==> config.mk <==
export PLATFORM = sky130hd
export DESIGN_NAME = db_sync_gen
export DESIGN_NICKNAME = d
export VERILOG_FILES = /design/src/rtl/db_sync_gen.sv
export SDC_FILE = /design/constraint.sdc
export NUM_CORES = 1
export LEC_CHECK = 0
export CAP_MARGIN = 5
export CORE_MARGIN = 8
export CORE_UTILIZATION = 63
export CTS_BUF_LIST = sky130_fd_sc_hd__clkbuf_4 sky130_fd_sc_hd__clkbuf_8 sky130_fd_sc_hd__clkbuf_16
export DETAILED_ROUTE_END_ITERATION = 8
export DONT_BUFFER_PORTS = 1
export HOLD_SLACK_MARGIN = 0.15
export MAX_ROUTING_LAYER = met4
export PLACE_DENSITY_LB_ADDON = 0.15
export SLEW_MARGIN = 25
export SYNTH_ARGS = -nofsm -noshare
export SYNTH_HDL_FRONTEND = slang
export SYNTH_SLANG_ARGS = --single-unit
==> constraint.sdc <==
create_clock -name clk -period 2.6 [get_ports clk]
set_clock_uncertainty 0.15 [all_clocks]
set_input_delay 0.52 -clock clk [delete_from_list [all_inputs] [get_ports clk]]
set_output_delay 0.52 -clock clk [all_outputs]
set_load 0.01 [all_outputs]
==> src/rtl/db_sync_gen.sv <==
// DB bus timing source: HS/VS/DF_VGA/DF_UART from free-running h/v counters on a divided pixel tick.
// All outputs registered from next-counter values, so flags stay aligned with h_cnt/v_cnt; en=0 freezes everything.
module db_sync_gen #(
  parameter int H_ACTIVE = 640,
  parameter int H_FP     = 16,
  parameter int H_SYNC   = 96,
  parameter int H_BP     = 48,
  parameter int V_ACTIVE = 480,
  parameter int V_FP     = 10,
  parameter int V_SYNC   = 2,
  parameter int V_BP     = 33,
  parameter bit HS_POL   = 1'b0,
  parameter bit VS_POL   = 1'b0,
  parameter int CLK_DIV  = 4,
  parameter int CNT_W    = 10
) (
  input  logic             clk,
  input  logic             rst_n,
  input  logic             en,
  output logic             HS,
  output logic             VS,
  output logic             DF_VGA,
  output logic             DF_UART,
  output logic [CNT_W-1:0] h_cnt,
  output logic [CNT_W-1:0] v_cnt
);

  localparam int H_TOTAL = H_ACTIVE + H_FP + H_SYNC + H_BP;
  localparam int V_TOTAL = V_ACTIVE + V_FP + V_SYNC + V_BP;
  localparam int DIV_W   = (CLK_DIV > 1) ? $clog2(CLK_DIV) : 1;

  localparam logic [DIV_W-1:0] DIV_LAST = DIV_W'(CLK_DIV - 1);
  localparam logic [CNT_W-1:0] H_LAST   = CNT_W'(H_TOTAL - 1);
  localparam logic [CNT_W-1:0] V_LAST   = CNT_W'(V_TOTAL - 1);

  // Phase bounds carry one extra bit so a sync end equal to 2^CNT_W cannot alias to zero.
  localparam logic [CNT_W:0] H_ACT_E  = (CNT_W+1)'(H_ACTIVE);
  localparam logic [CNT_W:0] H_SYNC_S = (CNT_W+1)'(H_ACTIVE + H_FP);
  localparam logic [CNT_W:0] H_SYNC_E = (CNT_W+1)'(H_ACTIVE + H_FP + H_SYNC);
  localparam logic [CNT_W:0] V_ACT_E  = (CNT_W+1)'(V_ACTIVE);
  localparam logic [CNT_W:0] V_SYNC_S = (CNT_W+1)'(V_ACTIVE + V_FP);
  localparam logic [CNT_W:0] V_SYNC_E = (CNT_W+1)'(V_ACTIVE + V_FP + V_SYNC);

  logic [DIV_W-1:0] r_div;
  logic [CNT_W-1:0] r_h;
  logic [CNT_W-1:0] r_v;
  logic             r_hs;
  logic             r_vs;
  logic             r_vga;
  logic             r_uart;

  logic             w_tick;
  logic             w_h_wrap;
  logic [CNT_W-1:0] w_h_nxt;
  logic [CNT_W-1:0] w_v_nxt;
  logic [CNT_W:0]   w_h_ext;
  logic [CNT_W:0]   w_v_ext;
  logic             w_hs_nxt;
  logic             w_vs_nxt;
  logic             w_vga_nxt;
  logic             w_uart_nxt;

  assign w_tick   = en && (r_div == DIV_LAST);
  assign w_h_wrap = (r_h == H_LAST);
  assign w_h_nxt  = w_h_wrap ? '0 : r_h + 1'b1;
  assign w_v_nxt  = !w_h_wrap ? r_v : ((r_v == V_LAST) ? '0 : r_v + 1'b1);
  assign w_h_ext  = {1'b0, w_h_nxt};
  assign w_v_ext  = {1'b0, w_v_nxt};

  assign w_hs_nxt   = ((w_h_ext >= H_SYNC_S) && (w_h_ext < H_SYNC_E)) ? HS_POL : ~HS_POL;
  assign w_vs_nxt   = ((w_v_ext >= V_SYNC_S) && (w_v_ext < V_SYNC_E)) ? VS_POL : ~VS_POL;
  assign w_vga_nxt  = (w_h_ext < H_ACT_E) && (w_v_ext < V_ACT_E);
  // Only the line wrap into the first blanking line strobes; the frame wrap lands on v=0.
  assign w_uart_nxt = w_h_wrap && (w_v_ext == V_ACT_E);

  always_ff @(posedge clk or negedge rst_n) begin
    if (!rst_n) begin
      r_div  <= '0;
      r_h    <= '0;
      r_v    <= '0;
      r_hs   <= ~HS_POL;
      r_vs   <= ~VS_POL;
      r_vga  <= 1'b0;
      r_uart <= 1'b0;
    end else begin
      r_uart <= 1'b0;
      if (en) begin
        r_div <= w_tick ? '0 : r_div + 1'b1;
      end
      if (w_tick) begin
        r_h    <= w_h_nxt;
        r_v    <= w_v_nxt;
        r_hs   <= w_hs_nxt;
        r_vs   <= w_vs_nxt;
        r_vga  <= w_vga_nxt;
        r_uart <= w_uart_nxt;
      end
    end
  end

  assign HS      = r_hs;
  assign VS      = r_vs;
  assign DF_VGA  = r_vga;
  assign DF_UART = r_uart;
  assign h_cnt   = r_h;
  assign v_cnt   = r_v;

endmodule

# Word-level counts from Yosys, hierarchy flattened
# Cells that the tools add are included.
# word_totals
wordCells	32
mem_bits_rw	0
latch_bits	0
mem_count	0
ff_bits	26
in_bits	3
mem_bits_ro	0
out_inout_bits	24
# op_classes
n_bitwise	0
reduce_logical	5
n_lt_le_gt_ge	6
mul	0
n_addsub	3
shift	0
div	0
n_eq_ne	4
n_mux	7
# ops
operator	count
$mux 10	3
$add 10x1->10 const B	2
$eq 10x10->1 const B	2
$lt 10x10->1 const B	2
$lt 10x9->1 const B	2
$eq 10x9->1 const B	1
$ge 10x10->1 const B	1
$ge 10x9->1 const B	1
$logic_and 1x1->1	5
$mux 1	3
$add 2x1->2 const B	1
$eq 2x2->1 const B	1
$mux 2	1

# Logic depth before layout (Yosys ltp)
# Gate-level depths: netlist (run 1).
# logic_depth
word_depth	6
mapped_depth	9

# Worst setup path before layout (run 1)
# No wires, ideal clock.
# synth_path
path_type	reg2reg
from	reg r_h[0] (netlist: h_cnt[0])
to	reg r_v[8] (netlist: v_cnt[8])
required_ns	2.325
period_less_slack_ns	2.138
stages_incl_launch_ff	8
t_arrival_ns	1.863
n_path_buf	1
slack_ns	0.462
cell_sequence	dfrtp_1 > ha_1 > nand4_1 > nor2_1 > nand2_2 > buf_6 > nor4_2 > mux2_2
# synth_via
elab_chain_len	2
# synth_rtl
item	line_no	text
start: declaration	45	logic [CNT_W-1:0] r_h;
start signal: assignment	91	r_h <= w_h_nxt;
$eq 10x10->1	64	assign w_h_wrap = (r_h == H_LAST);
$mux 10	66	assign w_v_nxt = !w_h_wrap ? r_v : ((r_v == V_LAST) ? '0 : r_v + 1'b1);
end signal: assignment	92	r_v <= w_v_nxt;
end: declaration	46	logic [CNT_W-1:0] r_v;
# Every way passes these cells.
# A chain may end at the register's enable or synchronous reset.

# Final worst setup path (run 1)
# layout_path
from	reg r_v[0] (netlist: v_cnt[0])
to	reg r_vga (netlist: DF_VGA)
# layout_via
elab_chain_len	5
word_cells_on_any_way	6
cone_classes	add/sub: 1; order compare: 1; eq/ne: 1; mux: 2; reduce/logical: 1
# layout_rtl
item	line_no	text
$add 10x1->10 or $eq 10x10->1 (tied branches)	66	
$mux 10	66	
$mux 10 (*)	66	
$lt 10x9->1 (*)	72	assign w_vga_nxt = (w_h_ext < H_ACT_E) && (w_v_ext < V_ACT_E);
$logic_and 1x1->1 (*)	72	
end signal: assignment	95	r_vga <= w_vga_nxt;
end: declaration	49	logic r_vga;
# Mark *: on every way between the ends. The rest lies on a longest branch, timed or not.

==> impl_results.md, run 1 <==
* Status: completed
* Slew @ Worst Pin at 0.4827 ns
* Initial antenna violation count at 0
* Total grt overflow at 0
* Req. time, crit path at 2.69 ns
* Fin. Hold Viols at 0
* CTS tree: built
* Non-Filler Instances at 235
* Mapped Area at 1818 sq um
* CP startpoint: v_cnt[0]$_DFFE_PN0P_
* Max Cap Viol at 0
* Post-Place Cells at 229
* Worst r2r src: v_cnt[0]$_DFFE_PN0P_
* Clock Sink Count at 26
* Core Area at 2758 sq um
* Clock Pin Slew Worst Setup and Hold Paths at 0.14 ns
* DRT iter0 DRCs at 169
* Worst r2r dst: DF_VGA$_DFFE_PN0P_
* Die Area at 4861 sq um
* Path depth of the worst reg2reg path at 8
* #FFs+latches synth at 26
* Initial core utilization at 65.93%
* DRC at 0
* Worst Setup Start Kind: flop
* Post-synth EDFFs at 0
* Critical Path End Type: flop
* Minimum clock period at 2.408 ns
* Async set or reset register ratio after synthesis at 100.0%
* Skew-Pair Late Insertion Delay at 0.32 ns
* Filler instances at 228
* Total negative slack at 0 ns
* WL/cell at 17.88 um
* Seq/Total Area, Yosys at 35.93%
* Syn Nets at 214
* Yosys top cell by area: dfrtp_1
* Via density per instance at 6.715
* Routed wire length at 4202 um
* Setup Fix Bufs, Post-CTS at 0
* Avg Cell Area, Syn at 8.825 sq um
* Die H at 69.72 um
* First-pass GRT wire length at 7093 um
* Most common cell in the netlist: nand2_1
* P_leak at 0.7063 nW
* RSZ-0062 raised after global routing: no
* Crit Path Class: flop to flop
* Max VDD drop at 0.4803 mV
* Flop2flop setup slack at 0.19 ns
* Fin crit share at 92.63%
* H-tree levels at 1
* I/O pin total at 27
* Hold/Removal Path Class: primary input to flop
* Final ANT Viol Nets at 0
* Slew Limit Fails at 0
* Die W at 69.72 um
* CTS buffer count at 3
* CTS root buffer: clkbuf_4
* Max-slew headroom at 67.82%
* Crit Path Max Fanout at 12
* Nets at 213
* Largest cells by area after synthesis: dfrtp_1 33%, nand2_1 5.4%, o21ai_0 5.0%
* Total GRT Usage at 17.59%
* Fraction of layout cells with a size suffix above 1 at 15.20%
* Rows at 19
* CP arrival at 2.50 ns
* Synth Flop Type: dfrtp_1
* Number of port buffers at 0
* Top-area cell type share of the netlist area at 33.04%
* Vias in the first global route at 1497
* Finish-stage setup viols at 0
* Worst setup endpoint: DF_VGA$_DFFE_PN0P_
* Longest Clk Path Bufs at 2
* Pin count of the biggest net entering global routing at 27
* Vias post-DR at 1578
* Syn Inst Count at 206
* YS warnings at 0
* Ant diodes at 0
* Fmax at 415.2 MHz
* Syn-to-layout area delta at 2.065%
* Commonest cells in the synthesized netlist: 26 x nand2_1, 24 x dfrtp_1, 18 x o21ai_0, 16 x nor2_1, 12 x nand3_1
* Pre-antenna DRT Iters at 4
* Final GP Congestion at 0.8397
* Unique cell type count in the Yosys netlist at 57
* Post-DP HPWL at 3124 um
* Power per cell area at 470.1 nW/um^2
-- worst max-delay path: stages (launching register included) --
cell	delay, ns
dfrtp_1	0.52
inv_1	0.10
ha_1	0.14
nor4b_1	0.26
and4_4	0.37
nor2_1	0.09
o22ai_1	0.30
o21ai_0	0.18
o41ai_2	0.21
-- stage by stage --
| stage | hold slack, ns | utilization, % | area (sq um) | total power [mW] | setup slack [ns] |
|---|---|---|---|---|---|
| 2_1_floorplan | 0.07441 | - | 1818 | 0.6317 | 0.4622 |
| 3_3_place_gp | 0.07513 | 65.02 | 1793 | 0.6678 | 0.2651 |
| 3_5_place_dp | 0.07522 | 65.02 | 1793 | 0.6815 | 0.2257 |
| 4_1_cts | 0.1837 | 67.20 | 1853 | 0.8789 | 0.2059 |
| 5_1_grt | 0.1792 | 67.29 | 1856 | 0.9237 | 0.01320 |
| 6_report | 0.1879 | 67.29 | 1856 | 0.8722 | 0.1917 |
-- state kept, by name (all words and copies together) (netlist names) --
signal,flops
v_cnt,10
HS,1
DF_VGA,1
DF_UART,1
r_div,2
VS,1
h_cnt,10
-- power breakdown --
group	switching, mW	internal (mW)	total (mW)
Combinational	0.0838	0.0673	0.151
Clock	0.118	0.0705	0.188
Sequential	0.0792	0.453	0.533
-- cells in the final DEF, fill, tap and decap left out, types with 2 or more instances in the layout --
master / count
nand2_1: 26
buf_4: 6
nand3_1: 12
mux2i_1: 2
mux2_2: 3
o21ai_1: 2
nor2_1: 16
o21ai_0: 18
nand2b_1: 2
inv_1: 5
and2_1: 6
clkbuf_4: 4
a31oi_1: 2
nor3_1: 5
and4_1: 3
and3_1: 2
o22ai_1: 2
a21oi_1: 7
dfstp_2: 2
o41ai_1: 2
and3_2: 2
nand4_1: 4
ha_1: 5
nor2b_1: 2
nand2_2: 2
dfrtp_1: 24
xnor2_1: 5
o31ai_1: 5
-- per-layer routing --
layer	wire length, um	share of wire [%]	vias to the layer above	global-route usage, %
met2	2099	50	48	30.02
met5	0	0	-	-
met3	256	6.1	12	4.292
met1	1748	42	772	19.24
li1	-	-	746	-
met4	98	2.3	0	6.920
-- final cells by class --
type | count | area, sq um | share of cell area (%)
Clock buffer | 4 | 30.03 | 1.618
Sequential cell | 26 | 653.1 | 35.20
Inverter | 5 | 18.77 | 1.011
Tap cell | 31 | 38.79 | 2.090
Timing Repair Buffer | 8 | 75.07 | 4.046
Multi-Input combinational cell | 161 | 1040 | 56.04
-- cell families after synthesis --
| family | Yosys count | synth area share [%] |
|---|---|---|
| DFF | 26 | 35.93 |
| muxes | 5 | 2.959 |
| buffers and inverters | 19 | 7.019 |
| adders and majority gates | 5 | 3.441 |
| xor gates and xnor gates | 6 | 2.891 |
| and+or+nand+nor | 92 | 27.46 |
| AOI/OAI and AO/OA | 53 | 20.30 |
-- how the worst min path moves through the flow --
stage / startpoint / end / slack, ns / depth (start not counted)
finish: en / r_div[1]$_DFFE_PN0P_ / 0.19 / 1
global route: en / r_div[0]$_DFFE_PN0P_ / 0.18 / 1
CTS: en / r_div[1]$_DFFE_PN0P_ / 0.18 / 1
detailed placement: rst_n / v_cnt[5]$_DFFE_PN0P_ / 0.08 / 0
global placement: rst_n / v_cnt[5]$_DFFE_PN0P_ / 0.08 / 0
floorplan: rst_n / DF_UART$_DFF_PN0_ / 0.07 / 0
-- timing repair --
| item | in CTS | in global routing |
|---|---|---|
| hold buffers | 2 | 0 |
| gates resized for setup | 0 | 2 |
| hold endpoints to repair | 26 | 0 |
| endpoints found under the setup margin | 0 | 3 |
No activity file was read; power rests on OpenSTA's default activity.
==> run 2, diff against run 1 <==
CELL_PAD_IN_SITES_DETAIL_PLACEMENT = 1   (was unset)
CELL_PAD_IN_SITES_GLOBAL_PLACEMENT = 1   (was unset)
CORE_UTILIZATION = 47   (was 63)
GPL_TIMING_DRIVEN = 0   (was unset)
==> run 2 against run 1 <==
Compared with the run above: utilization shrank 14 points; sequential cell count did not move; non-clock buffer count increased by 10; hold slack gained 0.062 ns; largest cell class unchanged; wire length increased by 19%; largest power group unchanged; first-iteration DRC count decreased by 54%; power is 6.9% higher; highest routed layer unchanged.
==> impl_results.md, run 2 (synthesis results as in run 1) <==
* Initial core utilization at 49.29% (-17 points)
* Skew-Pair Late Insertion Delay at 0.27 ns (-0.05 ns)
* Rows at 22 (+3)
* Fin crit share at 92.21% (-0.41 points)
* Critical Path End Type: flop
* Clock Sink Count at 26 (unchanged)
* Via density per instance at 6.280 (-6.5%)
* DRC at 0 (unchanged)
* Met2 usage in global routing at 28.33% (-1.7 points)
* Total negative slack at 0 ns (unchanged)
* Total grt overflow at 0 (unchanged)
* Fin. Hold Viols at 0 (unchanged)
* Clock share of power at 24.9% (+3.3 points)
* Pin count of the biggest net entering global routing at 27 (unchanged)
* DRT iter0 DRCs at 78 (-54%)
* Final ANT Viol Nets at 0 (unchanged)
* Fin util at 53.63% (-14 points)
* Die W at 78.20 um (+12%)
* Sw Pwr at 304.5 uW (+8.4%)
* CTS tree: built
* Setup slack at placement at 0.04070 ns (-0.1850 ns)
* P_leak at 0.7438 nW (+5.3%)
* Minimum clock period at 2.398 ns (-0.01070 ns)
* Slew @ Worst Pin at 0.5155 ns (+0.03275 ns)
* WL/cell at 19.17 um (+7.2%)
* Routed wire length at 5003 um (+19%)
* Vias post-DR at 1639 (+3.9%)
* Met1 usage at 17.25% (-2.0 points)
* Max Cap Viol at 0 (unchanged)
* Commonest non-fill, non-tap cell in the layout: nand2_1
* Vias in the first global route at 1708 (+14%)
* Sequential Area at 658.1 sq um (+0.77%)
* Total GRT Usage at 16.69% (-0.90 points)
* Hold/Removal Path Class: primary input to flop
* Multi-input gate area at 1046 sq um (+0.60%)
* I/O pin total at 27 (unchanged)
* Crit Path Class: flop to flop
* Sequential power share at 58.3% (-2.8 points)
* Req. time, crit path at 2.61 ns (-0.08 ns)
* Crit Path Max Fanout at 10 (-2)
* Fmax at 417.1 MHz (+0.45%)
* Fraction of layout cells with a size suffix above 1 at 19.25% (+4.1 points)
* Non-Filler Instances at 261 (+11%)
* Die H at 78.20 um (+12%)
* Pre-antenna DRT Iters at 4 (unchanged)
* Initial antenna violation count at 0 (unchanged)
* Most frequent cells in the layout: 26 x nand2_1, 20 x dfrtp_1, 18 x o21ai_0
* Sw Ratio at 32.65% (+0.44 points)
* Ant diodes at 0 (unchanged)
* Slew Limit Fails at 0 (unchanged)
* Post-Place Cells at 254 (+11%)
* Worst Setup Start Kind: flop
* Status: completed
* Final GP Congestion at 0.8821 (+5.0%)
* Longest Clk Path Bufs at 2 (unchanged)
* First-pass GRT wire length at 8259 um (+16%)
* Finish-stage setup viols at 0 (unchanged)
* Post-DP HPWL at 3673 um (+18%)
* Part of the power in combinational logic at 16.8% (-0.5 points)
* Number of port buffers at 0 (unchanged)
* Overall Power at 932.5 uW (+6.9%)
* Max-slew headroom at 65.37% (-2.4 points)
* Die Area at 6114 sq um (+26%)
* CTS root buffer: clkbuf_8
* RSZ-0062 raised after global routing: no
* Max VDD drop at 0.2646 mV (-45%)
* Cell-internal power at 628.0 uW (+6.2%)
* Final worst-path setup slack at 0.2024 ns (+0.01070 ns)
* Clock Pin Slew Worst Setup and Hold Paths at 0.09 ns (-0.05 ns)
* Power per cell area at 471.4 nW/um^2 (+0.28%)
* H-tree levels at 1 (unchanged)
* Syn-to-layout area delta at 8.809%
* Nets at 223 (+4.7%)
* Core Area at 3689 sq um (+34%)
* Filler instances at 451 (+98%)
* Most used routing layer: met2
* CP arrival at 2.41 ns (-0.09 ns)
* CTS buffer count at 3 (unchanged)
* Grt met3 use at 4.670% (+0.38 points)
-- run 2: cell count changes in the layout (fill, tap and decap cells not counted), moves of 3 or more --
cell      change
buf_6         +5
dfrtp_2       +4
buf_2         +3
clkbuf_4      -4
clkbuf_1      +4
buf_4         -3
clkbuf_8      +3
dfrtp_1       -4
-- run 2: path summary, 6_finish.rpt --
path / from / end / slack [ns] / cells after the start
max in group asynchronous: rst_n / VS$_DFFE_PN1P_ / 1.55 / 2
worst max-delay path: h_cnt[0]$_DFFE_PN0P_ / v_cnt[8]$_DFFE_PN0P_ / 0.20 / 7
worst min register to register: r_div[1]$_DFFE_PN0P_ / r_div[1]$_DFFE_PN0P_ / 0.38 / 1
worst min-delay path: en / r_div[1]$_DFFE_PN0P_ / 0.25 / 1
worst max register to register: h_cnt[0]$_DFFE_PN0P_ / v_cnt[8]$_DFFE_PN0P_ / 0.20 / 7
min in group asynchronous: rst_n / v_cnt[5]$_DFFE_PN0P_ / 0.52 / 2
-- run 2: area by class of cell --
class                           instances  share of cell area, %
Tap cell                               48                  3.036
Inverter                                5                 0.9488
Timing Repair Buffer                    4                  2.277
Sequential cell                        26                  33.27
Multi-Input combinational cell        161                  52.88
Buffer                                 14                  5.503
Clock buffer                            3                  2.087
-- run 2: worst max-delay path, cell delays in order, from the launching register on --
cell and delay (ns):
dfrtp_2 0.46, ha_1 0.25, nand4_1 0.28, nor2_2 0.29, nand2_2 0.11, buf_6 0.15
nor4_2 0.23, mux2_2 0.37
-- run 2: power groups by stage --
stage                     logic [mW]  clock network, mW  registers (mW)
after floorplan                0.108                  0           0.524
after global placement         0.126                  0           0.541
after detailed placement       0.143                  0           0.549
after CTS                      0.157              0.238           0.540
after global routing           0.181              0.247           0.554
final                          0.156              0.233           0.544
-- run 2: stage by stage --
stage	hold slack (ns)	area [sq um]
3_3_place_gp	0.07517	1878
5_1_grt	0.2407	1978
2_1_floorplan	0.07441	1818
3_5_place_dp	0.07533	1878
6_report	0.2498	1978
4_1_cts	0.2434	1949
-- run 2: metal layers --
| layer | wire length, um | vias up |
|---|---|---|
| met4 | 161 | 0 |
| li1 | - | 756 |
| met5 | 0 | - |
| met1 | 2010 | 822 |
| met3 | 307 | 16 |
| met2 | 2523 | 45 |
-- run 2: repair_timing --
| item | 4_1_cts | 5_1_grt |
|---|---|---|
| setup buffers | 0 | 2 |
| resized for setup | 0 | 6 |
| setup endpoints to repair | 0 | 6 |
| endpoints found under the hold margin | 26 | 0 |
| hold buffers | 2 | 0 |
==> run 3, diff against run 2 <==
ABC_AREA = 1   (was unset)
CORE_UTILIZATION = 45   (was 47)
==> run 3 against run 2 <==
Compared with the run above: global-route usage increased by 0.56 points; first-iteration DRC count down 45%; power up 68%.
==> impl_results.md, run 3 <==
* Core Area at 3943 sq um (+6.9%)
* Req. time, crit path at 2.66 ns (+0.05 ns)
* Longest Clk Path Bufs at 2 (unchanged)
* Final GP Congestion at 0.8210 (-6.9%)
* Top-area cell type share of the netlist area at 33.20% (+0.16 points)
* Total GRT Usage at 17.25% (+0.56 points)
* CP startpoint: h_cnt[0]$_DFFE_PN0P_
* Commonest cells in the synthesized netlist: 80 x nand2_1, 32 x inv_1, 28 x nor2_1, 24 x dfrtp_1, 23 x nand3_1
* Flop2flop setup slack at 0.35 ns (+0.14 ns)
* CP arrival at 2.32 ns (-0.09 ns)
* Critical Path End Type: flop
* Skew-Pair Late Insertion Delay at 0.28 ns (about the same)
* Final ANT Viol Nets at 0 (unchanged)
* CP max stage cell: dfrtp_1
* Status: completed
* Via density per instance at 5.323 (-15%)
* Yosys top cell by area: dfrtp_1
* WHS Path Cells at 1 (unchanged)
* Vias in the first global route at 1749 (+2.4%)
* Post-CTS Hold Buffers at 2 (unchanged)
* Pre-antenna DRT Iters at 4 (unchanged)
* I/O pin total at 27 (unchanged)
* Seq/Total Area, Yosys at 36.10% (+0.17 points)
* Slowest Stage Delay on Critical Path at 0.50 ns (+0.04 ns)
* Fmax at 443.9 MHz (+6.4%)
* Met3 WL post-DR at 246 um (-20%)
* YS warnings at 0 (unchanged)
* Ant diodes at 0 (unchanged)
* Most frequent cells in the layout: 80 x nand2_1, 32 x inv_1, 28 x nor2_1
* Min-delay src: en
* Syn Nets at 274 (+28%)
* Fin crit share at 86.65% (-5.6 points)
* Most common cell in the netlist: nand2_1
* Max Cap Viol at 0 (unchanged)
* Initial antenna violation count at 0 (unchanged)
* Avg Cell Area, Syn at 6.802 sq um (-23%)
* Syn Inst Count at 266 (+29%)
* Total grt overflow at 0 (unchanged)
* Synth Flop Type: dfrtp_1
* Worst r2r src: h_cnt[0]$_DFFE_PN0P_
* CTS root buffer: clkbuf_8
* Fin. Hold Viols at 0 (unchanged)
* CP top delay family: simple AND/OR/NAND/NOR gates
* Hold/Removal Path Class: primary input to flop
* Routed wire length at 5101 um (+2.0%)
* Clock Pin Slew Worst Setup and Hold Paths at 0.10 ns (about the same)
* P_leak at 0.9515 nW (+28%)
* Mapped Area at 1809 sq um (-0.48%)
* Filler instances at 527 (+17%)
* Fraction of layout cells with a size suffix above 1 at 12.13% (-7.1 points)
* Unique cell type count in the Yosys netlist at 30 (-47%)
* Async set or reset register ratio after synthesis at 100.0% (unchanged)
* Detailed-routed wire length on met2 at 2438 um (-3.4%)
* Largest cells by area after synthesis: dfrtp_1 33%, nand2_1 17%, inv_1 6.6%
* Pin count of the biggest net entering global routing at 27 (unchanged)
* CTS buffer count at 3 (unchanged)
* Crit Path Max Fanout at 7 (-3)
* Post-synth EDFFs at 0 (unchanged)
* CTS tree: built
* DRT iter0 DRCs at 43 (-45%)
* Syn-to-layout area delta at 9.059%
* H-tree levels at 1 (unchanged)
* Setup Fix Bufs, Post-CTS at 0 (unchanged)
* Die H at 79.41 um (+1.5%)
* Finish-stage setup viols at 0 (unchanged)
* RSZ-0062 raised after global routing: no
* Max VDD drop at 0.3761 mV (+42%)
* Power per cell area at 791.8 nW/um^2 (+68%)
* Path depth of the worst reg2reg path at 10 (+3)
* CP Depth at 10 (+3)
* Max-slew headroom at 63.45% (-1.9 points)
* M1 WL at 2363 um (+18%)
* Commonest non-fill, non-tap cell in the layout: nand2_1
* Total negative slack at 0 ns (unchanged)
* Post-DP HPWL at 4014 um (+9.3%)
* CP cell instances: ha_1, nand2_2, nor2_8, nand3_4, o21ai_1, nand2_1, nor2_1, nand2_1, nor2_1, a21oi_1
* Max Used Layer: met4
* Initial core utilization at 45.89% (-3.4 points)
* Crit path buf inv count at 0 (-1)
* Die Area at 6305 sq um (+3.1%)
* Worst Setup Start Kind: flop
* Rows at 23 (+4.5%)
* Number of port buffers at 0 (unchanged)
* Minimum clock period at 2.253 ns (-0.1448 ns)
* Nets at 281 (+26%)
* Die W at 79.41 um (+1.5%)
* Post_cts resized at 0 (unchanged)
* WL/cell at 15.84 um (-17%)
* #FFs+latches synth at 26 (unchanged)
* First-pass GRT wire length at 8507 um (+3.0%)
* Slew @ Worst Pin at 0.5482 ns (+0.03273 ns)
* Crit Path Class: flop to flop
* DRC at 0 (unchanged)
* Slew Limit Fails at 0 (unchanged)
* Clock Sink Count at 26 (unchanged)
* Vias post-DR at 1714 (+4.6%)
* Hold WS at 0.1780 ns (-0.07181 ns)
[run 3: changes by cell type after synthesis, moves of 5 or more]
cell	change
nand2_1	+54
inv_1	+27
buf_6	-5
o31ai_1	-5
nand3_1	+11
and2_1	-6
nand2_2	+7
nor2_1	+12
nor2_2	+6
[run 3: where the power goes]
group	internal [mW]	total [mW]	switching (mW)
registers	0.507	0.706	0.199
logic	0.174	0.502	0.328
clock network	0.207	0.354	0.148
[run 3: final cells by class]
cell class | count | area (sq um) | area share [%]
clock buffer | 3 | 41.29 | 2.093
clock inverter | 1 | 30.03 | 1.522
inverter | 37 | 143.9 | 7.292
timing repair buffer | 2 | 30.03 | 1.522
buffer | 4 | 16.27 | 0.8244
multi-input combinational | 199 | 996.0 | 50.48
tap | 50 | 62.56 | 3.171
sequential | 26 | 653.1 | 33.10
[run 3: kinds of logic (layout without fill, tap and decap cells)]
group / count (synthesis) / after routing / share of synthesized area (%)
AOI/OAI and AO/OA: 32 / 32 / 9.682
muxes: 1 / 1 / 0.6224
and+or+nand+nor: 159 / 159 / 40.32
buffers and inverters: 41 / 47 / 8.852
xor gates and xnor gates: 2 / 2 / 0.9684
adders and majority gates: 5 / 5 / 3.458
DFF: 26 / 26 / 36.10
[run 3: layer usage]
| metal | up-vias | track usage, % |
|---|---|---|
| met1 | 826 | 21.97 |
| met2 | 25 | 27.44 |
| met4 | 0 | 3.889 |
| met5 | - | - |
| li1 | 856 | - |
| met3 | 7 | 3.491 |
[run 3: path summary, 6_finish.rpt]
path                                        endpoint
worst max-delay path                  VS$_DFFE_PN1P_
worst max register to register        VS$_DFFE_PN1P_
min in group asynchronous       v_cnt[7]$_DFFE_PN0P_
max in group asynchronous             VS$_DFFE_PN1P_
worst min-delay path            r_div[0]$_DFFE_PN0P_
worst min register to register  r_div[1]$_DFFE_PN0P_
[run 3: stage by stage]
| step | area (sq um) | setup WS, ns | utilization (%) | power [mW] | cells |
|---|---|---|---|---|---|
| 4_1_cts | 1973 | 0.3517 | 50.05 | 1.574 | 322 |
| 3_5_place_dp | 1872 | 0.3694 | 47.48 | 1.206 | 316 |
| 2_1_floorplan | 1809 | 0.7704 | - | 1.059 | 266 |
| 3_3_place_gp | 1872 | 0.4344 | 47.48 | 1.186 | 316 |
| 5_1_grt | 1973 | 0.2000 | 50.05 | 1.685 | 322 |
| 6_report | 1973 | 0.3472 | 50.05 | 1.562 | 322 |
